**config.mk**
```make
export PLATFORM = sky130hd
export DESIGN_NAME = gcd_operand_loader_flat
export DESIGN_NICKNAME = d
export VERILOG_FILES = /design/src/rtl/gcd_operand_loader_if.sv /design/src/rtl/gcd_operand_loader.sv /design/src/flat_wrapper.sv
export SDC_FILE = /design/constraint.sdc
export NUM_CORES = 1
export LEC_CHECK = 0
export BUFFER_PORTS_ARGS = -buffer_cell sky130_fd_sc_hd__buf_2
export CORE_AREA = 2 2 58 60
export CTS_BUF_LIST = sky130_fd_sc_hd__clkbuf_8
export DETAILED_ROUTE_END_ITERATION = 7
export DIE_AREA = 0 0 60 62
export GPL_ROUTABILITY_DRIVEN = 0
export GPL_TIMING_DRIVEN = 0
export PLACE_DENSITY = 0.8
export SYNTH_ARGS = -nofsm -noshare
export SYNTH_HDL_FRONTEND = slang
export SYNTH_SLANG_ARGS = --single-unit
export TNS_END_PERCENT = 30
```
**constraint.sdc**
```tcl
create_clock -name clk -period 2.32 [get_ports clk]
set_input_delay 0.116 -clock clk [delete_from_list [all_inputs] [get_ports clk]]
set_output_delay 0.116 -clock clk [all_outputs]
set_load 0.02 [all_outputs]
```
**src/rtl/gcd_operand_loader_if.sv**
```systemverilog
// Handshake/data bundle between the operator front-end and the GCD core.
// master = loader side (drives operands and start), slave = environment/core side.
interface gcd_operand_loader_if #(
    parameter int W = 8
);
    logic         btn_load;
    logic         btn_go;
    logic [W-1:0] sw;
    logic [W-1:0] dip;
    logic         gcd_done;
    logic [W-1:0] op_a;
    logic [W-1:0] op_b;
    logic         start;
    logic         ready;
    logic         err_zero;

    modport master (
        input  btn_load, btn_go, sw, dip, gcd_done,
        output op_a, op_b, start, ready, err_zero
    );

    modport slave (
        output btn_load, btn_go, sw, dip, gcd_done,
        input  op_a, op_b, start, ready, err_zero
    );
endinterface

```
**src/rtl/gcd_operand_loader.sv**
```systemverilog
// Operand loader for the GCD core: sync + debounce two buttons, capture sw/dip, issue start.
// Latency: button press acts 2+DEBOUNCE_CYCLES+1 cycles after raw edge; no backpressure, presses in WAIT are dropped.
module gcd_operand_loader #(
    parameter int W               = 8,
    parameter int DEBOUNCE_CYCLES = 16
) (
    input  logic                    clk,
    input  logic                    rst_n,
    gcd_operand_loader_if.master    bus
);
    localparam int             CW      = $clog2(DEBOUNCE_CYCLES + 1);
    localparam logic [CW-1:0]  CNT_MAX = CW'(DEBOUNCE_CYCLES - 1);

    localparam logic [1:0] IDLE   = 2'd0;
    localparam logic [1:0] LOADED = 2'd1;
    localparam logic [1:0] WAIT   = 2'd2;

    // Index 0 = load button, index 1 = go button.
    logic [1:0]    raw;
    logic [1:0]    sync1;
    logic [1:0]    sync2;
    logic [1:0]    stable;
    logic [1:0]    stable_d;
    logic [1:0]    press;
    logic [CW-1:0] cnt [2];

    logic [1:0]    state;
    logic [W-1:0]  op_a;
    logic [W-1:0]  op_b;
    logic          start;
    logic          ready;
    logic          err_zero;

    assign raw = {bus.btn_go, bus.btn_load};

    always_ff @(posedge clk) begin
        if (!rst_n) begin
            sync1    <= '0;
            sync2    <= '0;
            stable   <= '0;
            stable_d <= '0;
            press    <= '0;
            for (int i = 0; i < 2; i++) begin
                cnt[i] <= '0;
            end
        end else begin
            sync1    <= raw;
            sync2    <= sync1;
            stable_d <= stable;
            press    <= stable & ~stable_d;
            for (int i = 0; i < 2; i++) begin
                // A level only moves after DEBOUNCE_CYCLES consecutive disagreeing samples.
                if (sync2[i] == stable[i]) begin
                    cnt[i] <= '0;
                end else if (cnt[i] == CNT_MAX) begin
                    stable[i] <= sync2[i];
                    cnt[i]    <= '0;
                end else begin
                    cnt[i] <= cnt[i] + 1'b1;
                end
            end
        end
    end

    always_ff @(posedge clk) begin
        if (!rst_n) begin
            state    <= IDLE;
            op_a     <= '0;
            op_b     <= '0;
            start    <= 1'b0;
            ready    <= 1'b1;
            err_zero <= 1'b0;
        end else begin
            start <= 1'b0;
            case (state)
                IDLE: begin
                    if (press[0]) begin
                        op_a     <= bus.sw;
                        op_b     <= bus.dip;
                        err_zero <= 1'b0;
                        state    <= LOADED;
                    end
                end
                LOADED: begin
                    // Load has priority over a coincident go.
                    if (press[0]) begin
                        op_a     <= bus.sw;
                        op_b     <= bus.dip;
                        err_zero <= 1'b0;
                    end else if (press[1]) begin
                        if (op_a == '0 || op_b == '0) begin
                            err_zero <= 1'b1;
                        end else begin
                            start <= 1'b1;
                            ready <= 1'b0;
                            state <= WAIT;
                        end
                    end
                end
                WAIT: begin
                    if (bus.gcd_done) begin
                        ready <= 1'b1;
                        state <= LOADED;
                    end
                end
                default: begin
                    state <= IDLE;
                    ready <= 1'b1;
                end
            endcase
        end
    end

    assign bus.op_a     = op_a;
    assign bus.op_b     = op_b;
    assign bus.start    = start;
    assign bus.ready    = ready;
    assign bus.err_zero = err_zero;
endmodule

```
**src/flat_wrapper.sv**
```systemverilog
// flat-port wrapper written by rule: the top's interface ports become plain ports
module gcd_operand_loader_flat 
#(
    parameter int W               = 8,
    parameter int DEBOUNCE_CYCLES = 16
)
  (clk, rst_n, bus_btn_load, bus_btn_go, bus_sw, bus_dip, bus_gcd_done, bus_op_a, bus_op_b, bus_start, bus_ready, bus_err_zero);
  gcd_operand_loader_if #(.W(W)) bus_i ();
  input  logic clk;
  input  logic rst_n;
  input wire logic [$bits(bus_i.btn_load)-1:0] bus_btn_load;
  input wire logic [$bits(bus_i.btn_go)-1:0] bus_btn_go;
  input wire logic [$bits(bus_i.sw)-1:0] bus_sw;
  input wire logic [$bits(bus_i.dip)-1:0] bus_dip;
  input wire logic [$bits(bus_i.gcd_done)-1:0] bus_gcd_done;
  output wire logic [$bits(bus_i.op_a)-1:0] bus_op_a;
  output wire logic [$bits(bus_i.op_b)-1:0] bus_op_b;
  output wire logic [$bits(bus_i.start)-1:0] bus_start;
  output wire logic [$bits(bus_i.ready)-1:0] bus_ready;
  output wire logic [$bits(bus_i.err_zero)-1:0] bus_err_zero;
  assign bus_i.btn_load = bus_btn_load;
  assign bus_i.btn_go = bus_btn_go;
  assign bus_i.sw = bus_sw;
  assign bus_i.dip = bus_dip;
  assign bus_i.gcd_done = bus_gcd_done;
  assign bus_op_a = bus_i.op_a;
  assign bus_op_b = bus_i.op_b;
  assign bus_start = bus_i.start;
  assign bus_ready = bus_i.ready;
  assign bus_err_zero = bus_i.err_zero;
  gcd_operand_loader #(.W(W), .DEBOUNCE_CYCLES(DEBOUNCE_CYCLES)) u_core (.clk(clk), .rst_n(rst_n), .bus(bus_i));
endmodule
```
==> results.cfg, run 1 <==
[run_status]
status = finished clean

[clock_network]
clk_pin_slew_ps = 70
cts_buffer_depth = 2
cts_resized = 0
cts_setup_buffers = 0
htree_num_levels = 2
numCtsBuffers = 5
clk_latency_ps = 300
clock-sinks = 41
clock-root-buffer = clkbuf_8
cts_tree = yes
postCtsHoldBufs = 0

[global_routing]
grt_usage_pct = 16.4
grt_first_pass_wirelength_microns = 4310
first_global_vias = 1036
grt_remaining_overflow = 0
grt_antenna_before_repair = 0
grt_max_degree = 13

[detailed_routing]
dr_total_vias = 1227
via_per_inst = 4.63
avgRoutedWirePerCell_microns = 10.5
drt-initial-drc-count = 17
ant_nets = 0
routed_wl_microns = 2790
drt_pass1_iterations = 4
drcViolationCount = 0

[floorplan]
die_h_microns = 62
die_area_sq_mm = 0.00372
coreArea_sq_mm = 0.00318
rows = 21
io_pins = 40
start_util_pct = 50.1
dieWidth_microns = 60

[sta]
fin_crit_ps = 1710
clock_skew_ps = 4.72
fin_crit_sh_pct = 73.9
finalSetupViolCount = 0
clock.fmax_ghz = 0.583
slew_violations = 0
hold_viol_final = 0
fin_tns_setup_ps = 0
post-route-worst-setup-slack_ps = 606
rsz0062_at_grt = no

[critical_path]
critical_path_arrival_ps = 1870
cp-end-kind = flip-flop
crit_type = flip-flop to flip-flop
cp-start-kind = flip-flop
critPathSlowestCell = edfxtp_1
cp_common_cell = ha_1
required_ps = 2470
worstPathMaxFanout = 5
worstPathCellList = ha_1, and3_1, ha_1, or3_4, nor2_1
max_stage_delay_ps = 410

[yosys]
synth-edff-count = 10
synth-simple-area-share_pct = 21.8
yosysWarnings = 0
synth-main-ff-cell = dfxtp_1
synth_cells = 163
yosysTopAreaCell = dfxtp_1
synth_top_cells_by_count = nand2_1, dfxtp_1, a21oi_1, nor2_1, edfxtp_1
synth_top_cell_area_share_pct = 38.9
synth_mux_area_share_pct = 1.26
synth_most_common_cell = nand2_1
synth-adder-area-share_pct = 3.14
synth_seq_cells = 41
synthTopCellsByArea = dfxtp_1, edfxtp_1, nand2_1, a21oi_1, ha_1
synth_top_family_by_area = simple AND/OR/NAND/NOR gates
ys_seq_area_share_pct = 57.8
synth_area_sq_mm = 0.00159
syn_avg_cell_area_sq_um = 9.78
synth-xor-area-share_pct = 3.30
synth_compound_area_share_pct = 8.95
async_flop_share_pct = 0
yosysUniqueCellTypes = 30

[final_layout]
area_growth_pct = 25.3
nNetsFinal = 243
n_antenna_cell = 0
layout-drive-gt1-share_pct = 25.6

[flow_run]
cap_violations = 0

[power]
power.static_leakage_uw = 0.000880
power_density_mw_per_mm2 = 691
peakVddDrop_mv = 0.512

[place]
place_ws_ps = 607
hpwl_microns = 2060
io_buffer_count = 39

[hold_path]
hold_path_class = primary input to flip-flop
## layout make-up
class	instances	area, sq um
buffer	6	37.5
clock buffer	6	82.6
clock inverter	2	33.8
fill	254	1180
inverter	5	18.8
multi-input combinational	120	651
sequential	41	921
tap	46	57.6
timing repair buffer	39	195
## placed cells by master (no fill, tap or decap), types with 2 or more instances in the layout
master,instances
and3_1,3
nand3_1,2
inv_1,5
and2_1,7
a21oi_1,19
nor2_1,12
mux2i_1,2
conb_1,10
ha_1,4
xnor2_1,4
nand2_1,34
buf_4,3
edfxtp_1,10
clkbuf_8,6
nor2b_1,3
or3_4,2
nor4_1,4
buf_2,41
nor3_1,3
dfxtp_1,31
xor2_1,2
nand2b_1,2
## registers in the layout, indices dropped and copies added, names as in the netlist, 2 cells and up
register and flops:
u_core.state 2, u_core.sync1 2, u_core.sync2 2, u_core.bus.op_a 8
u_core.bus.op_b 8, u_core.press 2, u_core.stable 2, u_core.cnt 10
u_core.stable_d 2
## power breakdown
group          leakage, uW  switching, uW  total (uW)  internal (uW)
logic             0.000464           24.3        47.6           23.2
registers         0.000354           6.30         748            742
clock network    0.0000626            237         583            346
total             0.000880            268        1380           1110
## per-layer routing
layer / wire [microns] / GRT usage (%) / share of wire (%)
met4: 55 / 8.57 / 2.0
met3: 148 / 6.83 / 5.3
met5: 0 / 0 / 0
met2: 1250 / 24.2 / 45
met1: 1330 / 20.6 / 48
## per-stage QoR
step / hold slack [ps] / util, % / std cells / power [uW] / cell area, sq um
4_1_cts: 17.1 / 62.8 / 265 / 1390 / 2000
2_1_floorplan: 238 / - / 172 / 787 / 1630
3_3_place_gp: 323 / 59.1 / 257 / 811 / 1880
3_5_place_dp: 326 / 59.1 / 257 / 812 / 1880
6_report: 24.7 / 62.8 / 265 / 1380 / 2000
5_1_grt: 23.0 / 62.8 / 265 / 1430 / 2000
## critical path: cells and delay by family (launching register included)
kind	cells	cell delay, ps
DFF	1	410
and+or+nand+nor	3	700
adders and majority gates	2	460
## cell families (layout without fill, tap and decap cells)
group,after synthesis,count (layout)
compound gates,25,25
xor+xnor,6,6
fa+ha+maj,4,4
buf+inv,11,58
flops,41,41
mux,2,2
other cells,1,10
simple gates,73,73
## worst paths after layout
check	from	end	cells past startpoint	slack, ps
max	u_core.cnt[1][0]	u_core.cnt[1][4]	5	610
max reg2reg	u_core.cnt[1][0]	u_core.cnt[1][4]	5	610
min	bus_btn_load	u_core.sync1[0]	2	20
min reg2reg	u_core.stable_d[0]	u_core.press[0]	1	390
Note: power is estimated with default switching activity, not from simulation.
==> inputs of run 2 (changes only) <==
--- a/config.mk
+++ b/config.mk
@@ -6,13 +6,13 @@
 export NUM_CORES = 1
 export LEC_CHECK = 0
 export BUFFER_PORTS_ARGS = -buffer_cell sky130_fd_sc_hd__buf_2
-export CORE_AREA = 2 2 58 60
+export CORE_AREA = 2 2 61 63
 export CTS_BUF_LIST = sky130_fd_sc_hd__clkbuf_8
 export DETAILED_ROUTE_END_ITERATION = 7
-export DIE_AREA = 0 0 60 62
+export DIE_AREA = 0 0 63 65
 export GPL_ROUTABILITY_DRIVEN = 0
 export GPL_TIMING_DRIVEN = 0
-export PLACE_DENSITY = 0.8
+export PLACE_DENSITY = 0.76
 export SYNTH_ARGS = -nofsm -noshare
 export SYNTH_HDL_FRONTEND = slang
 export SYNTH_SLANG_ARGS = --single-unit
==> constraint.sdc (replaced) <==
create_clock -name clk -period 1.43 [get_ports clk]
set_input_delay 0.0715 -clock clk [delete_from_list [all_inputs] [get_ports clk]]
set_output_delay 0.0715 -clock clk [all_outputs]
set_load 0.02 [all_outputs]
==> run 2 against run 1 <==
  * Global-route usage grew 0.43 points
  * Utilization shrank 2.1 points
  * Register-to-register slack got worse by 770 ps
  * Via count grew 6.5%
  * Clock power grew 61%
  * Combinational power grew 110%
  * Largest power group unchanged
  * Die area rose by 10%
  * Hold slack got worse by 13 ps
  * The run now ends with setup timing left
  * Flip-flop and latch count unchanged
==> results.cfg, run 2 (synthesis results as in run 1) <==
[clock_network]
clk_latency_ps = 290
clk_pin_slew_ps = 80
cts_buffer_depth = 2
cts_tree = yes
htree_num_levels = 2
clock-sinks = 41
clock-root-buffer = clkbuf_8
numCtsBuffers = 5

[sta]
clock.fmax_ghz = 0.626
fin_crit_sh_pct = 112
finalSetupViolCount = 11
fin_tns_setup_ps = -1300
hold_viol_final = 0
post-route-worst-setup-slack_ps = -167
clock_skew_ps = 6.50
fin_crit_ps = 1600
rsz0062_at_grt = yes
worst_hold_slack_ps = 12.0
slew_violations = 0

[final_layout]
final_common_cell = buf_2
finalNonFillerCells = 276
final_cell_mix = buf_2, nand2_1, dfxtp_1, a21oi_1
utilization_pct = 60.7
final_area_sq_mm = 0.00212
top_regs = u_core.cnt x10, u_core.bus.op_a x8, u_core.bus.op_b x8
regMostFlops = u_core.cnt
layout-drive-gt1-share_pct = 32.0
largest_reg_flops = 10
nNetsFinal = 252
area_growth_pct = 33.1
n_antenna_cell = 0

[hold_path]
hold_start = bus_sw[6]
hold_depth = 3
hold_path_class = primary input to flip-flop
min_to = u_core.bus.op_a[6]

[critical_path]
rr_startpoint = u_core.cnt[0][0]
required_ps = 1580
crit_type = flip-flop to flip-flop
cp-end-kind = flip-flop
critical_path_arrival_ps = 1750
worstPathMaxFanout = 5
cp-start-kind = flip-flop
r2r_setup_slack_ps = -170
r2r-end = u_core.cnt[0][0]
reg2regPathDepth = 5

[floorplan]
io_pins = 40
start_util_pct = 45.6
die_area_sq_mm = 0.00410
die_h_microns = 65
coreArea_sq_mm = 0.00350
rows = 22
dieWidth_microns = 63

[global_routing]
grt_usage_pct = 16.8
grt_remaining_overflow = 0
grt_max_degree = 13
grt_antenna_before_repair = 0
grt_first_pass_wirelength_microns = 5260
first_global_vias = 1191

[power]
power_density_mw_per_mm2 = 1060
switching_share_pct = 19.4
p_seq_share_pct = 53.9
cellInternalPower_uw = 1820
pwr-share-clk_pct = 41.7
power_switching_uw = 438
power.static_leakage_uw = 0.000915
comb_power_share_pct = 4.4
peakVddDrop_mv = 0.918

[place]
placed_cells = 259
place_area_sq_mm = 0.00191
hpwl_microns = 2110
io_buffer_count = 39

[detailed_routing]
highest_layer = met4
drt-initial-drc-count = 34
via_per_inst = 4.74
dr_total_vias = 1307
drt_pass1_iterations = 4
routed_wl_microns = 3190
m1WireLength_microns = 1390
wl_met2_microns = 1660
avgRoutedWirePerCell_microns = 11.6
ant_nets = 0
wl_met3_microns = 113
drcViolationCount = 0

[run_status]
violations = setup timing
status = complete, but fails checks

[flow_run]
cap_violations = 0
-- run 2: cell count changes in the layout (fill, tap and decap cells not counted) --
cell | previous run | this run
and3_4 | 0 | 2
buf_4 | 3 | 10
nor2_2 | 0 | 4
ha_2 | 0 | 2
ha_4 | 0 | 2
ha_1 | 4 | 0
nor2_1 | 12 | 8
and3_1 | 3 | 1
dlygate4sd3_1 | 0 | 2
-- run 2: cell type report --
class / count / area, sq um
Fill cell: 310 / 1370
Sequential cell: 41 / 921
Multi-Input combinational cell: 120 / 701
Timing Repair Buffer: 48 / 268
Clock buffer: 6 / 82.6
Tap cell: 48 / 60.1
Buffer: 6 / 37.5
Clock inverter: 2 / 33.8
Inverter: 5 / 18.8
-- run 2: stage by stage --
| step | power, uW | worst slack [ps] |
|---|---|---|
| 3_3_place_gp | 1320 | -169 |
| 3_5_place_dp | 1320 | -185 |
| 2_1_floorplan | 1280 | -85.8 |
| 4_1_cts | 2260 | -135 |
| 5_1_grt | 2340 | -204 |
| 6_report | 2250 | -167 |
-- run 2: timing repair --
item,4_1_cts,5_1_grt
endpoints found under the setup margin,10,11
hold buffers,2,0
setup buffers,5,2
hold endpoints to repair,2,0
gates resized for setup,4,2
pin swaps,7,2
-- run 2: worst max path at each step --
| stage | from | to | slack [ps] | depth (start not counted) |
|---|---|---|---|---|
| 3_3_place_gp | u_core.cnt[0][0] | u_core.cnt[0][0] | -170 | 5 |
| 6_report | u_core.cnt[0][0] | u_core.cnt[0][0] | -170 | 5 |
| 4_1_cts | u_core.cnt[1][0] | u_core.cnt[1][4] | -140 | 5 |
| 2_1_floorplan | u_core.cnt[0][0] | u_core.cnt[0][0] | -90 | 5 |
| 3_5_place_dp | u_core.cnt[0][0] | u_core.cnt[0][4] | -180 | 5 |
| 5_1_grt | u_core.cnt[0][0] | u_core.cnt[0][4] | -200 | 5 |
-- run 2: critical path, stage by stage, from the launching register on --
cell and delay (ps):
edfxtp_1 410, ha_2 220, and3_4 150, ha_4 150, or3_4 400, nor2_1 130
-- run 2: power by group through the flow --
stage	Sequential, uW	Clock (uW)	Combinational (uW)
after CTS	1210	954	93.0
after floorplan	1240	0	40.4
after detailed placement	1240	0	79.2
after global routing	1220	1010	110
after global placement	1240	0	78.0
final	1210	941	98.3
-- run 2: metal layers --
| metal | global-route usage (%) | vias up |
|---|---|---|
| met5 | 0 | - |
| met4 | 7.22 | 0 |
| met3 | 5.21 | 2 |
| met2 | 27.7 | 26 |
| met1 | 20.4 | 613 |
| li1 | - | 666 |
